[src/rtl/fifo_sync_buf_pkg.sv]
`default_nettype none
// ============================================================================
// Module      : fifo_sync_buf_pkg
// Description : Shared defaults and read-mode encodings for the synchronous
//               FIFO buffer; also reused by DSP filter blocks.
// Revision    : 1.0 - initial release
// ============================================================================
package fifo_sync_buf_pkg;

    // Default geometry: 8-bit words, 8 entries, 4-bit pointers (3 address + wrap)
    localparam int D_SIZE_DEF  = 8;
    localparam int F_DEPTH_DEF = 8;
    localparam int P_SIZE_DEF  = 4;

    // Default almost-full / almost-empty thresholds, in entries
    localparam int AF_LVL_DEF  = 6;
    localparam int AE_LVL_DEF  = 2;

    // Read-port mode encodings
    localparam int RD_MODE_COMB = 0;  // show-ahead, data valid in the read cycle
    localparam int RD_MODE_REG  = 1;  // registered, data valid one cycle later

endpackage : fifo_sync_buf_pkg
`default_nettype wire

[src/rtl/fifo_sync_buf_ram.sv]
`default_nettype none
// ============================================================================
// Module      : fifo_sync_ram
// Description : Storage array for fifo_sync_buf. One synchronous write port,
//               one asynchronous read port. Contents are intentionally not
//               reset; the controller masks anything beyond occupancy.
// Revision    : 1.0 - initial release
// ============================================================================
module fifo_sync_ram #(
    parameter int DW = 8,
    parameter int AW = 3
) (
    input  logic          clk,
    input  logic          we,
    input  logic [AW-1:0] addr,
    input  logic [DW-1:0] data,
    input  logic [AW-1:0] rd_addr,
    output logic [DW-1:0] rd_data
);

    localparam int DEPTH = 1 << AW;

    logic [DW-1:0] mem [0:DEPTH-1];

    // Write port: store one word per accepted write
    always_ff @(posedge clk) begin
        if (we) begin
            mem[addr] <= data;
        end
    end

    assign rd_data = mem[rd_addr];

endmodule : fifo_sync_ram
`default_nettype wire

[src/rtl/fifo_sync_buf.sv]
`default_nettype none
// ============================================================================
// Module      : fifo_sync_buf
// Description : Single-clock FIFO with wrap-bit pointers, occupancy count,
//               almost-full/empty flags, sticky overflow/underflow flags,
//               synchronous flush and selectable combinational/registered
//               read port.
// Revision    : 1.0 - initial release
// ============================================================================
module fifo_sync_buf
    import fifo_sync_buf_pkg::*;
#(
    parameter int D_SIZE  = D_SIZE_DEF,
    parameter int F_DEPTH = F_DEPTH_DEF,
    parameter int P_SIZE  = P_SIZE_DEF,
    parameter int AF_LVL  = AF_LVL_DEF,
    parameter int AE_LVL  = AE_LVL_DEF,
    parameter int RD_REG  = RD_MODE_COMB
) (
    input  logic              clk,
    input  logic              rstn,
    input  logic              w_inc,
    input  logic [D_SIZE-1:0] w_data,
    input  logic              r_inc,
    input  logic              flush,
    input  logic              err_clr,
    output logic [D_SIZE-1:0] r_data,
    output logic              r_valid,
    output logic              full,
    output logic              empty,
    output logic              a_full,
    output logic              a_empty,
    output logic [P_SIZE-1:0] count,
    output logic              ovf,
    output logic              udf
);

    localparam int                ADDR_W  = P_SIZE - 1;
    localparam logic [P_SIZE-1:0] PTR_ONE = {{(P_SIZE-1){1'b0}}, 1'b1};
    localparam logic [P_SIZE-1:0] AF_THR  = P_SIZE'(AF_LVL);
    localparam logic [P_SIZE-1:0] AE_THR  = P_SIZE'(AE_LVL);

    logic [P_SIZE-1:0] wptr;
    logic [P_SIZE-1:0] rptr;
    logic              wr_ok;
    logic              rd_ok;
    logic [D_SIZE-1:0] ram_q;

    // Status is a pure function of the registered pointers, so flags carry
    // no extra latency and cannot glitch on request inputs.
    assign empty   = (wptr == rptr);
    assign full    = (wptr[ADDR_W-1:0] == rptr[ADDR_W-1:0]) &&
                     (wptr[P_SIZE-1]   != rptr[P_SIZE-1]);
    assign count   = wptr - rptr;
    assign a_full  = (count >= AF_THR);
    assign a_empty = (count <= AE_THR);

    // Reset and flush both suppress requests in their cycle
    assign wr_ok = rstn && !flush && w_inc && !full;
    assign rd_ok = rstn && !flush && r_inc && !empty;

    // Pointer update; flush clears both pointers without touching storage
    always_ff @(posedge clk) begin
        if (!rstn) begin
            wptr <= '0;
            rptr <= '0;
        end else if (flush) begin
            wptr <= '0;
            rptr <= '0;
        end else begin
            if (wr_ok) wptr <= wptr + PTR_ONE;
            if (rd_ok) rptr <= rptr + PTR_ONE;
        end
    end

    // Sticky error flags; a new error in the same cycle as err_clr wins,
    // and a flush cycle leaves them untouched.
    always_ff @(posedge clk) begin
        if (!rstn) begin
            ovf <= 1'b0;
            udf <= 1'b0;
        end else if (!flush) begin
            if (w_inc && full)      ovf <= 1'b1;
            else if (err_clr)       ovf <= 1'b0;
            if (r_inc && empty)     udf <= 1'b1;
            else if (err_clr)       udf <= 1'b0;
        end
    end

    fifo_sync_ram #(
        .DW (D_SIZE),
        .AW (ADDR_W)
    ) u_ram (
        .clk     (clk),
        .we      (wr_ok),
        .addr    (wptr[ADDR_W-1:0]),
        .data    (w_data),
        .rd_addr (rptr[ADDR_W-1:0]),
        .rd_data (ram_q)
    );

    generate
        case (RD_REG)
            RD_MODE_COMB: begin : g_rd_comb
                // Show-ahead: head word visible now, zeroed when nothing is stored
                assign r_data  = empty ? '0 : ram_q;
                assign r_valid = rd_ok;
            end
            default: begin : g_rd_reg
                logic [D_SIZE-1:0] data_q;
                logic              valid_q;

                // Registered read: capture head word on an accepted read
                always_ff @(posedge clk) begin
                    if (!rstn) begin
                        data_q  <= '0;
                        valid_q <= 1'b0;
                    end else begin
                        valid_q <= rd_ok;
                        if (rd_ok) data_q <= ram_q;
                    end
                end

                assign r_data  = data_q;
                assign r_valid = valid_q;
            end
        endcase
    endgenerate

endmodule : fifo_sync_buf
`default_nettype wire

[config.mk]
export PLATFORM = sky130hd
export DESIGN_NAME = fifo_sync_buf
export DESIGN_NICKNAME = d
export VERILOG_FILES = /design/src/rtl/fifo_sync_buf_pkg.sv /design/src/rtl/fifo_sync_buf_ram.sv /design/src/rtl/fifo_sync_buf.sv
export SDC_FILE = /design/constraint.sdc
export NUM_CORES = 1
export LEC_CHECK = 0
export CORE_MARGIN = 2
export CORE_UTILIZATION = 50
export DETAILED_ROUTE_END_ITERATION = 10
export PLACE_DENSITY = 0.71
export SETUP_SLACK_MARGIN = 0.02
export SLEW_MARGIN = 0
export SYNTH_ARGS = -nofsm -noshare
export SYNTH_HDL_FRONTEND = slang
export SYNTH_HIERARCHICAL = 1
export SYNTH_SLANG_ARGS = --single-unit
export TNS_END_PERCENT = 20
[constraint.sdc]
create_clock -name clk -period 2.85 [get_ports clk]
set_input_delay 0.4275 -clock clk [delete_from_list [all_inputs] [get_ports clk]]
set_output_delay 0.4275 -clock clk [all_outputs]
set_load 0.02 [all_outputs]
Yosys cells after proc, flatten, opt, wreduce, memory -nomap -nowiden --
Memories as Yosys holds them, arrays and structs flattened. A register that Yosys moved wholly into a read port is not among the register bits. Index checks and enable logic that the tools add are counted.
Word-level totals: bits in registers 10, bits in writable memories 64, bits of input ports 14, memories 1
Operators by class: add/sub/neg operators 3, $lt $le $gt $ge 2, equality and inequality tests 3, multiplexer cells 8, bitwise logic cells 2, reductions and logical operators 16
Memories:
- u_ram.mem | words 8, bits a word 8, rd ports 1, clocked after Yosys merged registers in 1, write ports 1, RTL line fifo_sync_buf_ram.sv:23 | logic [DW-1:0] mem [0:DEPTH-1];
Operators with widths (count):
- 4-bit by 1-bit adder with 4-bit output, second input constant | 2
- 1-bit logical AND | 8
- 8-bit two-way mux | 1
- 3-bit two-way mux | 2
- 1-bit two-way mux | 5
- 4-bit equality test | 1
- 4-bit by 3-bit greater-or-equal comparator with 1-bit output, second input constant | 1
- 4-bit by 2-bit <= comparator with 1-bit output, second input constant | 1
- 2-bit AND reduction | 2
- 2-bit nonzero test | 2
- 4-bit subtractor | 1
- 3-bit equality test | 1
- 1-bit zero test | 3
- 1-bit inverter | 2
- 2-bit OR reduction | 1
- 1-bit inequality test | 1

Logic depth before layout (Yosys ltp) --
depth after elaboration 6, depth in mapped cells 8, gate-level depth less buffers 7

Cells and area by module --
Netlist, hierarchy kept.
By module, submodules not included:
- fifo_sync_ram | instances 1, cells an instance 106, area each 2531.2 µm², sequential area each 1921.8 µm²
- fifo_sync_buf | instances 1, cells an instance 93, area each 752.0 µm², sequential area each 200.2 µm²

Worst setup path after synthesis --
Ideal clock, no wire load.
kind reg2reg, start register wptr[0], end memory u_ram.mem[0][0], enable pin, setup time 0.383 ns, arrival time 2.198 ns, data required time 2.467 ns, slack 0.268 ns, cell stages (with the launch flop) 9, buffers on the path 1, period minus slack after synthesis 2.582 ns, cells stage by stage dfxtp_1 > inv_1 > ha_1 > and3_1 > buf_2 > a21boi_2 > and2_1 > nand2b_1 > nor3_1
On the way: cells in the longest elaborated chain, start to end 6
Ends and longest elaborated chain:
- start: declaration | RTL line fifo_sync_buf.sv:43 | logic [P_SIZE-1:0] wptr;
- start signal: assignment | RTL line fifo_sync_buf.sv:71 | if (wr_ok) wptr <= wptr + PTR_ONE;
- 3-bit equality test | RTL line fifo_sync_buf.sv:52 | assign full = (wptr[ADDR_W-1:0] == rptr[ADDR_W-1:0]) &&
- 1-bit logical AND | RTL line fifo_sync_buf.sv:52
- 1-bit zero test | RTL line fifo_sync_buf.sv:59 | assign wr_ok = rstn && !flush && w_inc && !full;
- 1-bit logical AND | RTL line fifo_sync_buf.sv:59
- via wr_ok | RTL line fifo_sync_buf.sv:45 | logic wr_ok;
- 1-bit two-way mux | RTL line fifo_sync_buf_ram.sv:27 | if (we) begin
- 1-bit two-way mux (implied by the code) | RTL line fifo_sync_buf_ram.sv:28 | mem[addr] <= data;
- end: declaration | RTL line fifo_sync_buf_ram.sv:23
The timed path passes the listed nets, and every way through them passes these cells.

Worst setup path in the final report --
start register wptr[0], end output port empty
On the way: cells in the longest elaborated chain, start to end 1
Ends and longest elaborated chain:
- 4-bit equality test | RTL line fifo_sync_buf.sv:51 | assign empty = (wptr == rptr);
- end: declaration | RTL line fifo_sync_buf.sv:30 | output logic empty,
No other way between the ends.

==> run metrics <==
status=finished, final reports clean; Final Instance Count excl. Fillers=337; number of antenna cells inserted=0; overall overflow remaining after global route=0; kind of start point of the critical path=flip-flop; share of Yosys cell area claimed by the top area cell type=0.585; final period demand of the worst path=2.71 ns; yosys synthesis warning count=6; chain of cells forming the critical path=inv_1 -> ha_1 -> nand3_1 -> nor2_4 -> clkdlybuf4s50_1; most frequent cells in the layout=sky130_fd_sc_hd__edfxtp_1 (64), sky130_fd_sc_hd__buf_4 (22), sky130_fd_sc_hd__clkdlybuf4s50_1 (20); power density over the cells=536 nW/um2; post-detailed-route count of antenna-violating nets=0; clock tree from TritonCTS=yes; Critical Path Max Stage Delay=0.67 ns; slowest cell on the critical path=sky130_fd_sc_hd__clkdlybuf4s50_1; combined flip-flop and latch cell area=2130 um2; number of global-route vias before repair=1878; number of nets in the synthesized netlist=219; remaining design rule violation count=0; die span in y=85.0 um; 1st-iter DRT viols=112; detailed-route wire length per cell=18.0 um; main area contributors after synthesis=sky130_fd_sc_hd__edfxtp_1 (59%), sky130_fd_sc_hd__mux4_1 (12%), sky130_fd_sc_hd__dfxtp_1 (6.1%); horizontal extent of the die=85.0 um; area occupied by multi-input gates=1090 um2; clock buffer depth=2; number of nets in the final layout=276; library cell occupying the most area in the post-synthesis netlist=sky130_fd_sc_hd__edfxtp_1; syn_area_per_cell=16.5 um2; worst clock skew=0.00735 ns; measured slew at the worst slew-check pin=0.487 ns; worst slew margin relative to its limit=0.673; count of hold buffers inserted by post-cts repair=0; final critical-path share of the clock period=0.952; Max-cap violations=0; DR pass1 iterations=4; root buffer cell=sky130_fd_sc_hd__clkbuf_8; data required time at the worst endpoint=2.42 ns; synthesized cell area=3280 um2; leakage component of the power=0.00143 uW; Initial Util=0.517; post-DR vias/cell=5.46; number of rows in the core area=29; Hold Fails Final Rpt=0; Layout fillers=474; cell family with most CP delay=buffers and inverters; RSZ-0062 raised after global routing=yes; area of the die=7230 um2; count of unique library cells instantiated by Yosys=34; Post-Route WL=6070 um; detailed placer's ending HPWL=4050 um; Critical path buffers and inverters=2; largest net degree at the start of global routing=19; WS Path Type=flip-flop to output port; worst min path class=flip-flop to flip-flop; ratio of cells with drive above 1 in the final layout=0.188; placement-stage cell area=3810 um2; maximum fanout along the worst path=9; highest ir drop seen on vdd=0.359 mV; Placed Cells=322; fin area=4000 um2; GRT Total Usage=0.182; flops & latches, synth=74; Inserted Clock Buffers=9; final max-slew violation count=0; endpoint type of the worst setup path=output port; clk sink count=74; CP arrival=2.29 ns; area grow syn2layout=22.0%; clock insertion delay at the later pin of the skew report=0.34 ns; most common cell after layout, fill and taps aside=sky130_fd_sc_hd__edfxtp_1; Final Setup Violations=0; sequential-to-total area share from yosys stat=0.646; number of H-tree branching levels=3; post-synthesis cell count=199; Total Power=2150 uW; final weighted congestion in routability-driven placement=0.822; number of primary I/O pins=33; overall via count from detail_route=1840; Port-buffer cells=32; wire length of the first global-routing pass=9520 um; Peak Freq=0.369 GHz; clock transition at the registers of the reported paths=0.07 ns; CORE AREA=6350 um2; antenna violations before repair=0
-- timing repair --
item,CTS,global route
buffers inserted,0,0
setup endpoints to repair,13,5
cloned,0,0
gates resized for setup,14,2
-- through the flow --
step / TNS (ns) / setup WS (ns) / utilization / hold slack (ns)
finish: 0 / 0.137 / 0.631 / 0.466
global route: -0.00819 / -0.00819 / 0.631 / 0.508
CTS: 0 / 0.0488 / 0.630 / 0.470
detailed placement: 0 / 0.196 / 0.600 / 0.458
global placement: 0 / 0.204 / 0.600 / 0.444
floorplan: 0 / 0.268 / - / 0.460
-- cells by family (layout without fill, tap and decap cells) --
| family | Yosys count | in the layout | share of synthesized area |
|---|---|---|---|
| AOI/OAI and AO/OA | 13 | 13 | 0.0263 |
| xor gates and xnor gates | 3 | 3 | 0.0103 |
| adders and majority gates | 6 | 6 | 0.0252 |
| buffers and inverters | 14 | 75 | 0.0244 |
| DFF | 74 | 74 | 0.646 |
| muxes | 32 | 32 | 0.179 |
| and+or+nand+nor | 57 | 57 | 0.0888 |
-- routing by layer --
metal / up-vias / routed length (um) / track usage
li1: 879 / - / -
met1: 908 / 2590 / 0.228
met2: 37 / 3110 / 0.290
met3: 16 / 179 / 0.0370
met4: 0 / 191 / 0.117
met5: - / 0 / 0
-- final cells by class --
type	count	share of cell area
clock buffers	11	0.0328
clock inverters	4	0.0169
inverters	6	0.00563
multi-input cells	111	0.271
flip-flops and latches	74	0.531
well taps	77	0.0241
repair buffers	54	0.118
-- cell usage after synthesis --
| library cell | n |
|---|---|
| sky130_fd_sc_hd__nand4_1 | 2 |
| sky130_fd_sc_hd__dfxtp_1 | 10 |
| sky130_fd_sc_hd__inv_1 | 6 |
| sky130_fd_sc_hd__fa_1 | 1 |
| sky130_fd_sc_hd__nor2b_1 | 11 |
| sky130_fd_sc_hd__a32oi_1 | 1 |
| sky130_fd_sc_hd__ha_1 | 5 |
| sky130_fd_sc_hd__buf_2 | 3 |
| sky130_fd_sc_hd__a21oi_1 | 7 |
| sky130_fd_sc_hd__and3_1 | 2 |
| sky130_fd_sc_hd__o21a_1 | 1 |
| sky130_fd_sc_hd__mux4_1 | 15 |
| sky130_fd_sc_hd__buf_1 | 1 |
| sky130_fd_sc_hd__nor2_2 | 1 |
| sky130_fd_sc_hd__mux2_2 | 8 |
| sky130_fd_sc_hd__nand3_1 | 1 |
| sky130_fd_sc_hd__buf_12 | 1 |
| sky130_fd_sc_hd__a21boi_2 | 2 |
| sky130_fd_sc_hd__xnor2_1 | 2 |
| sky130_fd_sc_hd__and2_1 | 2 |
| sky130_fd_sc_hd__nand3b_1 | 1 |
| sky130_fd_sc_hd__nand2_1 | 18 |
| sky130_fd_sc_hd__mux4_2 | 1 |
| sky130_fd_sc_hd__nor2_1 | 8 |
| sky130_fd_sc_hd__nand4b_1 | 1 |
| sky130_fd_sc_hd__o21ai_0 | 1 |
| sky130_fd_sc_hd__buf_6 | 1 |
| sky130_fd_sc_hd__a21boi_1 | 1 |
| sky130_fd_sc_hd__clkbuf_1 | 2 |
| sky130_fd_sc_hd__nand2b_1 | 8 |
| sky130_fd_sc_hd__nor3_1 | 2 |
| sky130_fd_sc_hd__xor2_2 | 1 |
| sky130_fd_sc_hd__edfxtp_1 | 64 |
| sky130_fd_sc_hd__mux2i_1 | 8 |
-- final timing paths --
kind                start         endpoint  slack (ns)  cells after the start
setup / recovery  wptr[0]            empty        0.14                      5
setup reg to reg  wptr[0]  u_ram/mem[4][5]        0.36                      9
hold reg to reg       ovf              ovf        0.47                      2
hold / removal        ovf              ovf        0.47                      2
-- flip-flops by register name, indices dropped and copies added (netlist names) --
name	count
rptr	4
wptr	4
ovf	1
u_ram/mem	64
udf	1
-- worst reg2reg max path, stage by stage (launching register included) --
cell	delay (ns)
sky130_fd_sc_hd__dfxtp_2	0.42
sky130_fd_sc_hd__inv_1	0.08
sky130_fd_sc_hd__ha_1	0.33
sky130_fd_sc_hd__and3_1	0.23
sky130_fd_sc_hd__buf_4	0.17
sky130_fd_sc_hd__a21boi_2	0.23
sky130_fd_sc_hd__and2_1	0.19
sky130_fd_sc_hd__nand2_1	0.11
sky130_fd_sc_hd__nor3_1	0.24
sky130_fd_sc_hd__buf_4	0.21
-- power breakdown --
group	total (uW)	switching (uW)	internal, uW
clock network	831	348	483
registers	1190	4.28	1180
logic	130	68.1	62.0
total	2150	420	1730
No activity file was read; power rests on OpenSTA's default activity.
